$ cat config.mk
export PLATFORM = sky130hd
export DESIGN_NAME = prga_decrypt_flat
export DESIGN_NICKNAME = d
export VERILOG_FILES = /design/src/rtl/prga_pkg.sv /design/src/rtl/prga_if.sv /design/src/rtl/prga_decrypt.sv /design/src/flat_wrapper.sv
export SDC_FILE = /design/constraint.sdc
export NUM_CORES = 1
export LEC_CHECK = 0
export ABC_AREA = 0
export ABC_CLOCK_PERIOD_IN_PS = 2900
export CELL_PAD_IN_SITES_DETAIL_PLACEMENT = 0
export CELL_PAD_IN_SITES_GLOBAL_PLACEMENT = 1
export CORE_ASPECT_RATIO = 1.4
export CORE_MARGIN = 1.5
export CORE_UTILIZATION = 38
export CTS_CLUSTER_DIAMETER = 40
export DETAILED_ROUTE_END_ITERATION = 7
export GPL_ROUTABILITY_DRIVEN = 0
export PLACE_DENSITY = 0.81
export SLEW_MARGIN = 20
export SYNTH_ARGS = -nofsm -noshare
export SYNTH_HDL_FRONTEND = slang
export SYNTH_SLANG_ARGS = --single-unit
$ cat constraint.sdc
create_clock -name clk -period 2.9 [get_ports clk]
set_clock_uncertainty 0.1 [all_clocks]
set_input_delay 0.435 -clock clk [delete_from_list [all_inputs] [get_ports clk]]
set_output_delay 0.435 -clock clk [all_outputs]
set_load 0.01 [all_outputs]
$ cat src/rtl/prga_pkg.sv
// prga_pkg: shared types and defaults for the RC4 PRGA / decrypt stage.
package prga_pkg;

  localparam int MSG_LEN_DEFAULT = 32;
  localparam int KW_DEFAULT      = 6;
  localparam int S_AW            = 8;

  typedef enum logic [3:0] {
    IDLE,
    RD_I,
    LAT_I,
    RD_J,
    LAT_J,
    WR_I,
    WR_J,
    RD_F,
    LAT_F,
    EMIT,
    WAIT_ACK,
    DONE
  } state_t;

endpackage

$ cat src/rtl/prga_if.sv
// prga_if: S RAM, encrypted ROM, decrypted RAM and checker handshake of the
// PRGA / decrypt stage. The master modport is the PRGA side.
// Optional: PRGA_CYCLE_CNT_EN adds cycle_cnt.
interface prga_if import prga_pkg::*; #(
  parameter int KW = KW_DEFAULT
);

  logic            start;
  logic [S_AW-1:0] s_addr;
  logic [7:0]      s_wrdata;
  logic            s_wren;
  logic [7:0]      s_rddata;
  logic [KW-1:0]   rom_addr;
  logic [7:0]      rom_rddata;
  logic [KW-1:0]   dec_addr;
  logic [7:0]      dec_wrdata;
  logic            dec_wren;
  logic            new_char;
  logic [7:0]      char_out;
  logic [KW-1:0]   k_out;
  logic            compared_char;
  logic            start_over;
  logic            done;
`ifdef PRGA_CYCLE_CNT_EN
  logic [31:0]     cycle_cnt;
`endif

  modport master (
    input  start, s_rddata, rom_rddata, compared_char, start_over,
    output s_addr, s_wrdata, s_wren, rom_addr, dec_addr, dec_wrdata,
           dec_wren, new_char, char_out, k_out, done
`ifdef PRGA_CYCLE_CNT_EN
    , output cycle_cnt
`endif
  );

  modport slave (
    output start, s_rddata, rom_rddata, compared_char, start_over,
    input  s_addr, s_wrdata, s_wren, rom_addr, dec_addr, dec_wrdata,
           dec_wren, new_char, char_out, k_out, done
`ifdef PRGA_CYCLE_CNT_EN
    , input cycle_cnt
`endif
  );

endinterface

$ cat src/rtl/prga_decrypt.sv
// prga_decrypt: RC4 keystream generation and decryption ("loop 3").
// Swaps S[i]/S[j] per byte, XORs S[S[i]+S[j]] with the encrypted ROM byte,
// writes the plaintext to decrypted RAM and hands it to the checker.
// Optional: PRGA_CYCLE_CNT_EN adds a busy-cycle counter (cycle_cnt).
module prga_decrypt import prga_pkg::*; #(
  parameter int MSG_LEN = MSG_LEN_DEFAULT,
  parameter int KW      = KW_DEFAULT
) (
  input  logic    clk,
  input  logic    resetm,
  prga_if.master  bus
);

  state_t          r_state;
  state_t          w_next;
  logic [S_AW-1:0] r_i;
  logic [S_AW-1:0] r_j;
  logic [7:0]      r_si;
  logic [7:0]      r_sj;
  logic [KW-1:0]   r_k;
  logic [7:0]      r_char;
  logic [KW-1:0]   w_k_inc;
  logic            w_abort;

  assign w_k_inc = r_k + KW'(1);
  assign w_abort = bus.start_over && (r_state != IDLE);

  // State register
  always_ff @(posedge clk or negedge resetm) begin
    if (!resetm) r_state <= IDLE;
    else         r_state <= w_next;
  end

  // Next-state logic; start_over outranks a simultaneous ack
  always_comb begin
    w_next = r_state;
    if (w_abort) begin
      w_next = IDLE;
    end else begin
      case (r_state)
        IDLE:     if (bus.start) w_next = RD_I;
        RD_I:     w_next = LAT_I;
        LAT_I:    w_next = RD_J;
        RD_J:     w_next = LAT_J;
        LAT_J:    w_next = WR_I;
        WR_I:     w_next = WR_J;
        WR_J:     w_next = RD_F;
        RD_F:     w_next = LAT_F;
        LAT_F:    w_next = EMIT;
        EMIT:     w_next = WAIT_ACK;
        WAIT_ACK: if (bus.compared_char)
                    w_next = (w_k_inc == KW'(MSG_LEN)) ? DONE : RD_I;
        DONE:     w_next = DONE;
        default:  w_next = IDLE;
      endcase
    end
  end

  // Index and byte registers: i, j, k, S[i], S[j] and the plaintext byte
  always_ff @(posedge clk or negedge resetm) begin
    if (!resetm) begin
      r_i    <= '0;
      r_j    <= '0;
      r_k    <= '0;
      r_si   <= '0;
      r_sj   <= '0;
      r_char <= '0;
    end else if (w_abort) begin
      r_i <= '0;
      r_j <= '0;
      r_k <= '0;
    end else begin
      case (r_state)
        IDLE: begin
          r_i <= bus.start ? S_AW'(1) : '0;
          r_j <= '0;
          r_k <= '0;
        end
        LAT_I: begin
          r_si <= bus.s_rddata;
          r_j  <= r_j + bus.s_rddata;
        end
        LAT_J:    r_sj   <= bus.s_rddata;
        LAT_F:    r_char <= bus.s_rddata ^ bus.rom_rddata;
        WAIT_ACK: if (bus.compared_char) begin
                    r_k <= w_k_inc;
                    r_i <= r_i + S_AW'(1);
                  end
        default: ;
      endcase
    end
  end

  // Memory strobes and handshake outputs decoded from the current state
  always_comb begin
    bus.s_addr     = '0;
    bus.s_wrdata   = '0;
    bus.s_wren     = 1'b0;
    bus.rom_addr   = '0;
    bus.dec_addr   = '0;
    bus.dec_wrdata = '0;
    bus.dec_wren   = 1'b0;
    bus.new_char   = 1'b0;
    bus.char_out   = r_char;
    bus.k_out      = r_k;
    bus.done       = (r_state == DONE);
    case (r_state)
      RD_I: bus.s_addr = r_i;
      RD_J: bus.s_addr = r_j;
      WR_I: begin
        bus.s_addr   = r_i;
        bus.s_wrdata = r_sj;
        bus.s_wren   = 1'b1;
      end
      WR_J: begin
        bus.s_addr   = r_j;
        bus.s_wrdata = r_si;
        bus.s_wren   = 1'b1;
        bus.rom_addr = r_k;
      end
      RD_F: begin
        bus.s_addr   = r_si + r_sj;
        bus.rom_addr = r_k;
      end
      EMIT: begin
        bus.dec_addr   = r_k;
        bus.dec_wrdata = r_char;
        bus.dec_wren   = 1'b1;
        bus.new_char   = 1'b1;
      end
      default: ;
    endcase
  end

`ifdef PRGA_CYCLE_CNT_EN
  logic [31:0] r_cycle_cnt;

  // Busy-cycle counter: restarts with each pass, frozen in IDLE and DONE
  always_ff @(posedge clk or negedge resetm) begin
    if (!resetm)
      r_cycle_cnt <= '0;
    else if (r_state == IDLE && bus.start)
      r_cycle_cnt <= '0;
    else if (r_state != IDLE && r_state != DONE)
      r_cycle_cnt <= r_cycle_cnt + 32'd1;
  end

  assign bus.cycle_cnt = r_cycle_cnt;
`endif

endmodule

$ cat src/flat_wrapper.sv
// flat-port wrapper written by rule: the top's interface ports become plain ports
module prga_decrypt_flat import prga_pkg::*;
#(
  parameter int MSG_LEN = MSG_LEN_DEFAULT,
  parameter int KW      = KW_DEFAULT
)
  (clk, resetm, bus_start, bus_s_rddata, bus_rom_rddata, bus_compared_char, bus_start_over, bus_s_addr, bus_s_wrdata, bus_s_wren, bus_rom_addr, bus_dec_addr, bus_dec_wrdata, bus_dec_wren, bus_new_char, bus_char_out, bus_k_out, bus_done);
  prga_if #(.KW(KW)) bus_i ();
  input  logic clk;
  input  logic resetm;
  input wire logic [$bits(bus_i.start)-1:0] bus_start;
  input wire logic [$bits(bus_i.s_rddata)-1:0] bus_s_rddata;
  input wire logic [$bits(bus_i.rom_rddata)-1:0] bus_rom_rddata;
  input wire logic [$bits(bus_i.compared_char)-1:0] bus_compared_char;
  input wire logic [$bits(bus_i.start_over)-1:0] bus_start_over;
  output wire logic [$bits(bus_i.s_addr)-1:0] bus_s_addr;
  output wire logic [$bits(bus_i.s_wrdata)-1:0] bus_s_wrdata;
  output wire logic [$bits(bus_i.s_wren)-1:0] bus_s_wren;
  output wire logic [$bits(bus_i.rom_addr)-1:0] bus_rom_addr;
  output wire logic [$bits(bus_i.dec_addr)-1:0] bus_dec_addr;
  output wire logic [$bits(bus_i.dec_wrdata)-1:0] bus_dec_wrdata;
  output wire logic [$bits(bus_i.dec_wren)-1:0] bus_dec_wren;
  output wire logic [$bits(bus_i.new_char)-1:0] bus_new_char;
  output wire logic [$bits(bus_i.char_out)-1:0] bus_char_out;
  output wire logic [$bits(bus_i.k_out)-1:0] bus_k_out;
  output wire logic [$bits(bus_i.done)-1:0] bus_done;
  assign bus_i.start = bus_start;
  assign bus_i.s_rddata = bus_s_rddata;
  assign bus_i.rom_rddata = bus_rom_rddata;
  assign bus_i.compared_char = bus_compared_char;
  assign bus_i.start_over = bus_start_over;
  assign bus_s_addr = bus_i.s_addr;
  assign bus_s_wrdata = bus_i.s_wrdata;
  assign bus_s_wren = bus_i.s_wren;
  assign bus_rom_addr = bus_i.rom_addr;
  assign bus_dec_addr = bus_i.dec_addr;
  assign bus_dec_wrdata = bus_i.dec_wrdata;
  assign bus_dec_wren = bus_i.dec_wren;
  assign bus_new_char = bus_i.new_char;
  assign bus_char_out = bus_i.char_out;
  assign bus_k_out = bus_i.k_out;
  assign bus_done = bus_i.done;
  prga_decrypt #(.MSG_LEN(MSG_LEN), .KW(KW)) u_core (.clk(clk), .resetm(resetm), .bus(bus_i));
endmodule
==> impl_metrics.sql, run 1 <==
INSERT INTO impl_metrics (metric_group, metric, value, unit) VALUES
('logic_synthesis', 'synth-edff-count', '0', ''),
('power', 'leakage', '1.97', 'nW'),
('cells_and_area', 'postLayoutCoreUtil', '0.536', ''),
('cells_and_area', 'area_taken_by_multi_input_logic_gates', '0.00194', 'mm2'),
('critical_path', 'worstReg2RegEnd', 'u_core.r_j[6]', ''),
('logic_synthesis', 'yosysSeqAreaShare', '0.380', ''),
('routing', 'routed_via_density', '5.24', ''),
('routing', 'drt_wl_total', '8.94', 'mm'),
('min_path', 'min_path_type', 'in -> async', ''),
('floorplanning', 'fp.dieH', '113', 'um'),
('logic_synthesis', 'ys_seq_elements', '50', ''),
('cells_and_area', 'flow.area_growth_from_synthesis', '38.7', '%'),
('sta', 'report.final.setup_viol', '0', ''),
('critical_path', 'timing.critical_path.max_delay_family', 'compound AO/OA/AOI/OAI gates', ''),
('run_status', 'outcome', 'finished with violations', ''),
('global_routing', 'use_met1', '0.244', ''),
('clock_tree', 'hold_buffers', '0', ''),
('floorplanning', 'initial_core_util', '0.387', ''),
('critical_path', 'timing.critical_path.slowest_stage_cell', 'sky130_fd_sc_hd__dfrtp_1', ''),
('clock_tree', 'insertion_delay_of_the_later_clocked_pin_in_the_worst_skew_pair', '290', 'ps'),
('cells_and_area', 'layout.area.seq', '0.00125', 'mm2'),
('cells_and_area', 'number_of_antenna_repair_diodes', '0', ''),
('global_routing', 'vias_in_the_first_global_route', '2990', ''),
('logic_synthesis', 'ys_async_sr_fraction', '1.00', ''),
('cells_and_area', 'filler_cell_count', '814', ''),
('logic_synthesis', 'synth_top_flop_cell', 'sky130_fd_sc_hd__dfrtp_1', ''),
('routing', 'detailroute.via_count', '2954', ''),
('clock_tree', 'tritoncts.num_buffers', '5', ''),
('sta', 'final.min_clock_period', '2840', 'ps'),
('sta', 'hold_violation_count_in_the_final_report', '19', ''),
('critical_path', 'worstPathBufferInverterCount', '1', ''),
('global_routing', 'grtUsageMet3', '0.0250', ''),
('logic_synthesis', 'netlist-cell-type-count', '52', ''),
('critical_path', 'worst-r2r-cell-count', '9', ''),
('floorplanning', 'ios', '75', ''),
('cells_and_area', 'final_net_count', '499', ''),
('routing', 'detailedRoute.firstPassIterationCount', '4', ''),
('placed_design', 'placed_cell_area', '0.00434', 'mm2'),
('critical_path', 'critical_path.max_stage_delay', '390', 'ps'),
('routing', 'remaining_drc_errors', '0', ''),
('critical_path', 'end_point_of_the_critical_path', 'bus_s_addr[6]', ''),
('critical_path', 'setup_crit_start', 'u_core.r_si[0]', ''),
('logic_synthesis', 'syn_nets', '392', ''),
('critical_path', 'worstPathArrival', '2310', 'ps'),
('global_routing', 'grt_max_degree', '32', ''),
('critical_path', 'critical_path_peak_fanout', '2', ''),
('run_status', 'violations', 'hold timing', ''),
('floorplanning', 'fp.coreArea', '0.00851', 'mm2'),
('cells_and_area', 'finalInstanceArea', '0.00456', 'mm2'),
('global_routing', 'global_route_congestion_overflow_total', '0', ''),
('floorplanning', 'row_count', '40', ''),
('clock_tree', 'numClockSinks', '50', ''),
('critical_path', 'critical_path_depth', '9', ''),
('sta', 'slew_viol_final', '0', ''),
('cells_and_area', 'post_route_cells_drive_above_1_share', '0.181', ''),
('global_routing', 'groute.usage.overall', '0.204', ''),
('critical_path', 'criticalPathCategory', 'reg -> out', ''),
('critical_path', 'r2r_slack', '620', 'ps'),
('global_routing', 'grt_first_pass_wirelength', '14.5', 'mm'),
('sta', 'hold_ws', '-13.7', 'ps'),
('logic_synthesis', 'syn_area_per_cell', '9.34', 'um2'),
('cells_and_area', 'instances_no_fill', '564', ''),
('power', 'pwr_density_cell', '716', 'mW/mm2'),
('critical_path', 'r2r_start', 'u_core.r_j[0]', ''),
('logic_synthesis', 'yosysWarningCount', '0', ''),
('placed_design', 'dp_hpwl', '6.81', 'mm'),
('clock_tree', 'clock_tree_from_tritoncts', 'built', ''),
('critical_path', 'crit_required', '2370', 'ps'),
('logic_synthesis', 'post-synth-top-area-fraction', '0.380', ''),
('sta', 'maximum_operating_frequency', '352', 'MHz'),
('power', 'power.ir.vdd_worst', '332', 'uV');
-- area by class of cell --
class / count / share of cell area
clock buffer: 6 / 0.0283
clock inverter: 1 / 0.00165
inverter: 13 / 0.0107
multi-input combinational: 271 / 0.425
sequential: 50 / 0.275
tap: 105 / 0.0288
timing repair buffer: 118 / 0.231
-- where the power goes --
| part | switching, mW | leakage (nW) | internal (mW) |
|---|---|---|---|
| registers | 0.191 | 0.656 | 0.870 |
| logic | 0.729 | 1.25 | 0.898 |
| clock network | 0.262 | 0.0629 | 0.316 |
| total | 1.18 | 1.97 | 2.08 |
-- repair_timing --
item	CTS	global route
buffers inserted	1	6
gates cloned	0	0
gates resized for setup	14	7
pin swaps	5	4
setup endpoints to repair	6	4
-- state kept, by name (all words and copies together) (netlist names) --
| signal | cells |
|---|---|
| u_core.r_i | 8 |
| u_core.r_j | 8 |
| u_core.r_si | 8 |
| u_core.r_state | 4 |
| u_core.bus.char_out | 8 |
| u_core.r_sj | 8 |
| u_core.bus.k_out | 6 |
-- metrics by stage --
stage | worst slack (ps) | hold WS [ps]
after floorplan | 438 | 39.4
after global placement | -50.3 | 305
after detailed placement | -69.3 | 320
after CTS | -13.5 | 10.0
after global routing | 1.27 | 30.0
final | 58.8 | -13.7
-- worst min-delay path by stage --
stage                                   to  slack [ps]
floorplan           u_core.bus.char_out[0]          40
global placement       u_core.bus.k_out[4]         300
detailed placement     u_core.bus.k_out[5]         320
CTS                 u_core.bus.char_out[3]          10
global route        u_core.bus.char_out[5]          30
finish              u_core.bus.char_out[5]         -10
-- cell families (layout without fill, tap and decap cells) --
| group | after synthesis | count (layout) | synth area share |
|---|---|---|---|
| adders and majority gates | 19 | 19 | 0.0768 |
| DFF | 50 | 50 | 0.380 |
| and+or+nand+nor | 124 | 124 | 0.196 |
| AOI/OAI and AO/OA | 87 | 87 | 0.181 |
| buffers and inverters | 31 | 138 | 0.0441 |
| muxes | 15 | 15 | 0.0521 |
| xor gates and xnor gates | 26 | 26 | 0.0692 |
-- metal layers --
metal  up-vias  share of wire
li1       1454              -
met1      1400           0.40
met2        84           0.53
met3        16          0.040
met4         0          0.033
met5         -              0
-- cell usage in the layout (no fill, tap or decap), drive strengths merged, types with 9 or more instances in the layout --
master          n
clkdlybuf4s50  68
o31ai           9
nand2          28
dfrtp          50
buf            46
nor2           28
a22oi          12
xnor2          19
inv            13
and2           21
o21ai          29
a21oi          13
nor3            9
ha             17
mux2           14
Power figures use the tool's default switching activity.
==> run 2, diff against run 1 <==
Settings changed: CTS_BUF_LIST from default to sky130_fd_sc_hd__clkbuf_16, RECOVER_POWER from default to 100.
==> run 2 against run 1 <==
Net effect: the run now ends clean; wire length shrank 0.11%; combinational power barely moved; setup slack lost 2.0 ps; first-iteration DRC count shrank 4.7%; register-to-register slack barely moved; total power shrank 0.99%; critical endpoint unchanged; largest cell class unchanged.
==> impl_metrics.sql, run 2 (synthesized netlist as in run 1, its figures left out) <==
INSERT INTO impl_metrics (metric_group, metric, value, unit) VALUES
('critical_path', 'worst-r2r-cell-count', '9', ''),
('critical_path', 'critical_path_peak_fanout', '2', ''),
('floorplanning', 'fp.coreArea', '0.00851', 'mm2'),
('sta', 'final.setup.worst_slack', '56.8', 'ps'),
('cells_and_area', 'flow.area_growth_from_synthesis', '37.9', '%'),
('cells_and_area', 'final_cell_mix', 'sky130_fd_sc_hd__dfrtp_1, sky130_fd_sc_hd__buf_4, sky130_fd_sc_hd__clkdlybuf4s50_1', ''),
('routing', 'remaining_drc_errors', '0', ''),
('sta', 'totalNegativeSetupSlack', '0', 'ps'),
('clock_tree', 'clockBufferDepth', '2', ''),
('routing', 'drtIter0Drc', '164', ''),
('clock_tree', 'clk_pin_slew_worst_paths', '60', 'ps'),
('critical_path', 'r2r_start', 'u_core.r_j[0]', ''),
('floorplanning', 'row_count', '40', ''),
('min_path', 'min_path_type', 'in -> async', ''),
('clock_tree', 'numClockSinks', '50', ''),
('critical_path', 'critPathLaunchType', 'register', ''),
('cells_and_area', 'instances_no_fill', '564', ''),
('global_routing', 'number_of_antenna_violations_at_the_first_check_in_global_routing', '0', ''),
('sta', 'relSlewSlack', '0.273', ''),
('placed_design', 'dp_hpwl', '6.81', 'mm'),
('power', 'power.ir.vdd_worst', '333', 'uV'),
('floorplanning', 'die_span_in_x', '81.6', 'um'),
('clock_tree', 'hold_buffers', '0', ''),
('cells_and_area', 'number_of_antenna_repair_diodes', '0', ''),
('critical_path', 'cp-end-kind', 'output pin', ''),
('critical_path', 'timing.critical_path.cells', 'ha_2 > fa_2 > a21o_1 > a21oi_2 > o21bai_1 > mux2i_1 > a21oi_1 > a221o_1 > buf_2', ''),
('critical_path', 'r2r_slack', '610', 'ps'),
('placed_design', 'buffer_ports.inserted', '74', ''),
('cells_and_area', 'postLayoutCoreUtil', '0.533', ''),
('floorplanning', 'ios', '75', ''),
('critical_path', 'worstReg2RegEnd', 'u_core.r_j[6]', ''),
('global_routing', 'vias_in_the_first_global_route', '2990', ''),
('run_status', 'outcome', 'complete, no violations', ''),
('global_routing', 'grt_max_degree', '32', ''),
('sta', 'slew_viol_final', '0', ''),
('sta', 'final.min_clock_period', '2840', 'ps'),
('placed_design', 'post-place-cells', '550', ''),
('sta', 'report.final.setup_viol', '0', ''),
('critical_path', 'timing.critical_path.slowest_stage_cell', 'sky130_fd_sc_hd__dfrtp_1', ''),
('cells_and_area', 'final_common_cell', 'sky130_fd_sc_hd__dfrtp_1', ''),
('global_routing', 'groute.usage.overall', '0.204', ''),
('routing', 'routed_via_density', '5.26', ''),
('power', 'pwr_density_cell', '713', 'mW/mm2'),
('sta', 'hold_violation_count_in_the_final_report', '0', ''),
('power', 'leakage', '2.03', 'nW'),
('global_routing', 'global_route_congestion_overflow_total', '0', ''),
('clock_tree', 'cts-root-buf', 'sky130_fd_sc_hd__clkbuf_16', ''),
('global_routing', 'grt_first_pass_wirelength', '14.5', 'mm'),
('floorplanning', 'fp.dieH', '113', 'um'),
('critical_path', 'crit_required', '2370', 'ps'),
('sta', 'maximum_operating_frequency', '352', 'MHz'),
('critical_path', 'worstPathArrival', '2310', 'ps'),
('floorplanning', 'initial_core_util', '0.387', ''),
('routing', 'detailroute.via_count', '2968', ''),
('cells_and_area', 'final_net_count', '499', ''),
('flow_run', 'max_cap_viol_count', '0', ''),
('critical_path', 'critical_path.max_stage_delay', '390', 'ps'),
('routing', 'drt.antenna.violating_nets', '0', ''),
('clock_tree', 'clock_tree_from_tritoncts', 'built', ''),
('routing', 'detailedRoute.firstPassIterationCount', '4', ''),
('clock_tree', 'max_h_tree_level', '2', ''),
('routing', 'drt_wl_total', '8.93', 'mm'),
('cells_and_area', 'post_route_cells_drive_above_1_share', '0.163', ''),
('clock_tree', 'tritoncts.num_buffers', '5', ''),
('critical_path', 'criticalPathCategory', 'reg -> out', ''),
('placed_design', 'dp_worst_setup_slack', '-69.3', 'ps'),
('sta', 'finalCritPeriodShare', '0.980', ''),
('floorplanning', 'die-area', '0.00923', 'mm2'),
('sta', 'worst-slew-pin-transition', '1090', 'ps'),
('critical_path', 'worstPathBufferInverterCount', '1', ''),
('critical_path', 'timing.critical_path.max_delay_family', 'compound AO/OA/AOI/OAI gates', ''),
('clock_tree', 'insertion_delay_of_the_later_clocked_pin_in_the_worst_skew_pair', '290', 'ps'),
('routing', 'routed_wire_length_per_instance', '15.8', 'um');
run 2: cell count changes in the layout (fill, tap and decap cells not counted), moves of 2 or more:
cell	change
sky130_fd_sc_hd__dlygate4sd3_1	+31
sky130_fd_sc_hd__clkdlybuf4s50_1	-31
sky130_fd_sc_hd__buf_4	-5
sky130_fd_sc_hd__clkbuf_1	+5
sky130_fd_sc_hd__and2_1	-2
sky130_fd_sc_hd__and2_0	+2
run 2: per-layer routing:
metal | up-vias | global-route usage | share of wire
met4 | 0 | 0.0904 | 0.031
met1 | 1422 | 0.244 | 0.40
met2 | 78 | 0.358 | 0.53
met3 | 14 | 0.0250 | 0.034
met5 | - | 0 | 0
li1 | 1454 | - | -
run 2: stage by stage:
stage / instance area [um2] / total power [mW] / hold slack [ps]
6_report: 4540 / 3.23 / 226
5_1_grt: 4540 / 3.45 / 339
4_1_cts: 4500 / 3.13 / 10.0
3_5_place_dp: 4340 / 2.51 / 320
3_3_place_gp: 4340 / 2.45 / 305
2_1_floorplan: 3290 / 1.92 / 39.4
run 2: worst max path at each step:
stage | to | slack [ps] | cells past startpoint | start
after CTS | bus_s_addr[6] | -10 | 9 | u_core.r_sj[0]
after global routing | bus_s_addr[6] | -8 | 9 | u_core.r_sj[1]
after detailed placement | bus_s_addr[6] | -70 | 9 | u_core.r_sj[0]
after global placement | bus_s_addr[6] | -50 | 9 | u_core.r_sj[0]
after floorplan | bus_s_addr[6] | 440 | 8 | u_core.r_sj[0]
final | bus_s_addr[6] | 60 | 9 | u_core.r_si[0]
run 2: worst register-to-register path: stages, from the launching register on:
cell                       delay, ps
sky130_fd_sc_hd__dfrtp_1         400
sky130_fd_sc_hd__ha_1            210
sky130_fd_sc_hd__inv_1            60
sky130_fd_sc_hd__fa_1            400
sky130_fd_sc_hd__nor2b_1         120
sky130_fd_sc_hd__o21ai_0         100
sky130_fd_sc_hd__a21boi_0        330
sky130_fd_sc_hd__o21a_1          190
sky130_fd_sc_hd__nor3_1           50
sky130_fd_sc_hd__o31ai_1         230
run 2: area by class of cell:
| cell class | count | area [um2] |
|---|---|---|
| fill | 816 | 3970 |
| multi-input combinational | 271 | 1930 |
| sequential | 50 | 1250 |
| timing repair buffer | 118 | 1030 |
| tap | 105 | 131 |
| clock buffer | 5 | 125 |
| inverter | 13 | 48.8 |
| clock inverter | 2 | 11.3 |
run 2: what timing repair did:
item                       in CTS  in global routing
pin swaps                       5                  4
gates resized for setup        14                  7
setup endpoints to repair       6                  4
setup buffers                   1                  6
hold endpoints to repair        0                  0
run 2: where the power goes:
part / internal (mW) / switching, mW / total [mW]
sequential: 0.870 / 0.190 / 1.06
clock: 0.312 / 0.261 / 0.573
combinational: 0.870 / 0.730 / 1.60
==> run 3, diff against run 2 <==
Settings changed: PLACE_DENSITY 0.81 to 0.84.
==> run 3 against run 2 <==
Net effect: global-route usage is 0.66 points lower; first-iteration DRC count down 11%; wire length down 4.3%; highest routed layer unchanged; setup slack got worse by 41 ps; hold slack gained 190 ps; cell area shrank 1.3%; non-clock buffer count decreased by 8; sequential share of layout area up 0.34 points; critical path depth is the same; flip-flop and latch count stayed put; final cell count fell by 1.2%; clock power is 4.0% higher.
==> impl_metrics.sql, run 3 (synthesized netlist as in run 1, its figures left out) <==
INSERT INTO impl_metrics (metric_group, metric, value, unit) VALUES
('run_status', 'outcome', 'complete, no violations', ''),
('sta', 'maximum_operating_frequency', '347', 'MHz'),
('cells_and_area', 'flow.area_growth_from_synthesis', '36.1', '%'),
('min_path', 'hold_startpoint', 'u_core.bus.char_out[5]', ''),
('global_routing', 'groute.usage.overall', '0.197', ''),
('min_path', 'min_delay_worst_endpoint', 'u_core.bus.char_out[5]', ''),
('critical_path', 'worst-r2r-cell-count', '6', ''),
('cells_and_area', 'instances_no_fill', '557', ''),
('global_routing', 'grt_max_degree', '35', ''),
('clock_tree', 'tritoncts.num_buffers', '5', ''),
('power', 'pwr_density_cell', '699', 'mW/mm2'),
('sta', 'relSlewSlack', '0.375', ''),
('power', 'power.ir.vdd_worst', '315', 'uV'),
('placed_design', 'dp_hpwl', '6.74', 'mm'),
('clock_tree', 'clock_tree_from_tritoncts', 'built', ''),
('critical_path', 'cp-end-kind', 'output pin', ''),
('critical_path', 'worstReg2RegEnd', 'u_core.bus.k_out[0]', ''),
('placed_design', 'post-place-cells', '544', ''),
('sta', 'slew_viol_final', '0', ''),
('cells_and_area', 'filler_cell_count', '786', ''),
('min_path', 'min_path_type', 'reg -> reg', ''),
('clock_tree', 'numClockSinks', '50', ''),
('cells_and_area', 'final_net_count', '491', ''),
('critical_path', 'crit_required', '2370', 'ps'),
('floorplanning', 'row_count', '40', ''),
('global_routing', 'grt_first_pass_wirelength', '13.9', 'mm'),
('floorplanning', 'fp.coreArea', '0.00851', 'mm2'),
('floorplanning', 'fp.dieH', '113', 'um'),
('clock_tree', 'max_h_tree_level', '2', ''),
('routing', 'remaining_drc_errors', '0', ''),
('routing', 'drt.antenna.violating_nets', '0', ''),
('cells_and_area', 'final_cell_mix', 'sky130_fd_sc_hd__dfrtp_1, sky130_fd_sc_hd__clkdlybuf4s50_1, sky130_fd_sc_hd__dlygate4sd3_1', ''),
('global_routing', 'global_route_congestion_overflow_total', '0', ''),
('power', 'leakage', '2.03', 'nW'),
('clock_tree', 'clockBufferDepth', '2', ''),
('routing', 'drt_wl_total', '8.55', 'mm'),
('cells_and_area', 'final_common_cell', 'sky130_fd_sc_hd__dfrtp_1', ''),
('routing', 'drtIter0Drc', '146', ''),
('critical_path', 'critPathLaunchType', 'register', ''),
('global_routing', 'vias_in_the_first_global_route', '2923', ''),
('cells_and_area', 'number_of_antenna_repair_diodes', '0', ''),
('sta', 'finalCritPeriodShare', '0.995', ''),
('floorplanning', 'die_span_in_x', '81.6', 'um'),
('critical_path', 'r2r_start', 'u_core.r_state[1]', ''),
('floorplanning', 'initial_core_util', '0.387', ''),
('global_routing', 'number_of_antenna_violations_at_the_first_check_in_global_routing', '0', ''),
('cells_and_area', 'postLayoutCoreUtil', '0.526', ''),
('placed_design', 'buffer_ports.inserted', '74', ''),
('critical_path', 'r2r_slack', '550', 'ps'),
('flow_run', 'max_cap_viol_count', '0', ''),
('clock_tree', 'cts-root-buf', 'sky130_fd_sc_hd__clkbuf_16', ''),
('floorplanning', 'ios', '75', ''),
('critical_path', 'worstPathArrival', '2350', 'ps'),
('sta', 'worst-slew-pin-transition', '937', 'ps'),
('sta', 'hold_violation_count_in_the_final_report', '0', ''),
('sta', 'grt_setup_unrepaired', 'true', ''),
('cells_and_area', 'post_route_cells_drive_above_1_share', '0.144', ''),
('routing', 'detailedRoute.firstPassIterationCount', '4', ''),
('floorplanning', 'die-area', '0.00923', 'mm2'),
('min_path', 'holdPathStages', '2', ''),
('critical_path', 'critical_path_peak_fanout', '2', ''),
('sta', 'report.final.setup_viol', '0', ''),
('routing', 'detailroute.via_count', '2924', ''),
('routing', 'routed_wire_length_per_instance', '15.3', 'um'),
('clock_tree', 'insertion_delay_of_the_later_clocked_pin_in_the_worst_skew_pair', '290', 'ps'),
('routing', 'routed_via_density', '5.25', ''),
('critical_path', 'criticalPathCategory', 'reg -> out', ''),
('sta', 'final.min_clock_period', '2880', 'ps'),
('clock_tree', 'clk_pin_slew_worst_paths', '70', 'ps');
## run 3: repair_timing
item                       CTS  global route
hold buffers                 1             0
setup endpoints to repair    5             6
buffers inserted             1             3
pin swaps                    4             8
resized for setup           14             7
hold endpoints to repair    16             0
gates cloned                 0             0
## run 3: critical path, cell delays in order (launching register included)
cell	delay, ps
sky130_fd_sc_hd__dfrtp_1	390
sky130_fd_sc_hd__ha_2	210
sky130_fd_sc_hd__fa_2	370
sky130_fd_sc_hd__a21o_1	180
sky130_fd_sc_hd__a21oi_2	160
sky130_fd_sc_hd__o21bai_1	110
sky130_fd_sc_hd__mux2i_1	150
sky130_fd_sc_hd__a21oi_1	90
sky130_fd_sc_hd__a221o_1	250
sky130_fd_sc_hd__buf_2	140
## run 3: through the flow
stage | hold WS, ps | total power [mW] | area, um2 | setup slack (ps) | TNS, ps
finish | 415 | 3.13 | 4480 | 15.7 | 0
global route | 435 | 3.36 | 4480 | -87.0 | -520
CTS | 431 | 3.11 | 4460 | -30.6 | -30.6
detailed placement | 287 | 2.48 | 4290 | -112 | -157
global placement | 284 | 2.42 | 4290 | -53.7 | -53.7
floorplan | 39.4 | 1.92 | 3290 | 438 | 0
## run 3: per-layer routing
layer	vias to the layer above	routed length (um)	GRT usage
met5	-	0	0
met4	0	374	0.0994
met3	19	235	0.0274
met2	69	4480	0.349
met1	1380	3460	0.226
li1	1456	-	-
## run 3: how the worst max path moves through the flow
| stage | from | slack [ps] | cells past startpoint | end |
|---|---|---|---|---|
| after floorplan | u_core.r_sj[0] | 440 | 8 | bus_s_addr[6] |
| final | u_core.r_si[0] | 20 | 9 | bus_s_addr[6] |
| after global placement | u_core.r_sj[0] | -50 | 9 | bus_s_addr[6] |
| after CTS | u_core.r_sj[0] | -30 | 9 | bus_s_addr[6] |
| after global routing | u_core.r_si[0] | -90 | 9 | bus_s_addr[6] |
| after detailed placement | u_core.r_sj[0] | -110 | 9 | bus_s_addr[6] |
## run 3: final cells by class
cell class                      instances  area, um2  area share
Clock buffer                            5        125      0.0280
Tap cell                              105        131      0.0294
Sequential cell                        50       1250       0.280
Inverter                               13       48.8      0.0109
Multi-Input combinational cell        271       1920       0.429
Timing Repair Buffer                  110        976       0.218
Clock inverter                          3       22.5     0.00503
## run 3: power breakdown
part | internal, mW | switching [mW] | leakage (nW) | total, mW
combinational | 0.789 | 0.680 | 1.30 | 1.47
clock | 0.325 | 0.271 | 0.0746 | 0.596
sequential | 0.868 | 0.196 | 0.657 | 1.06
total | 1.98 | 1.15 | 2.03 | 3.13
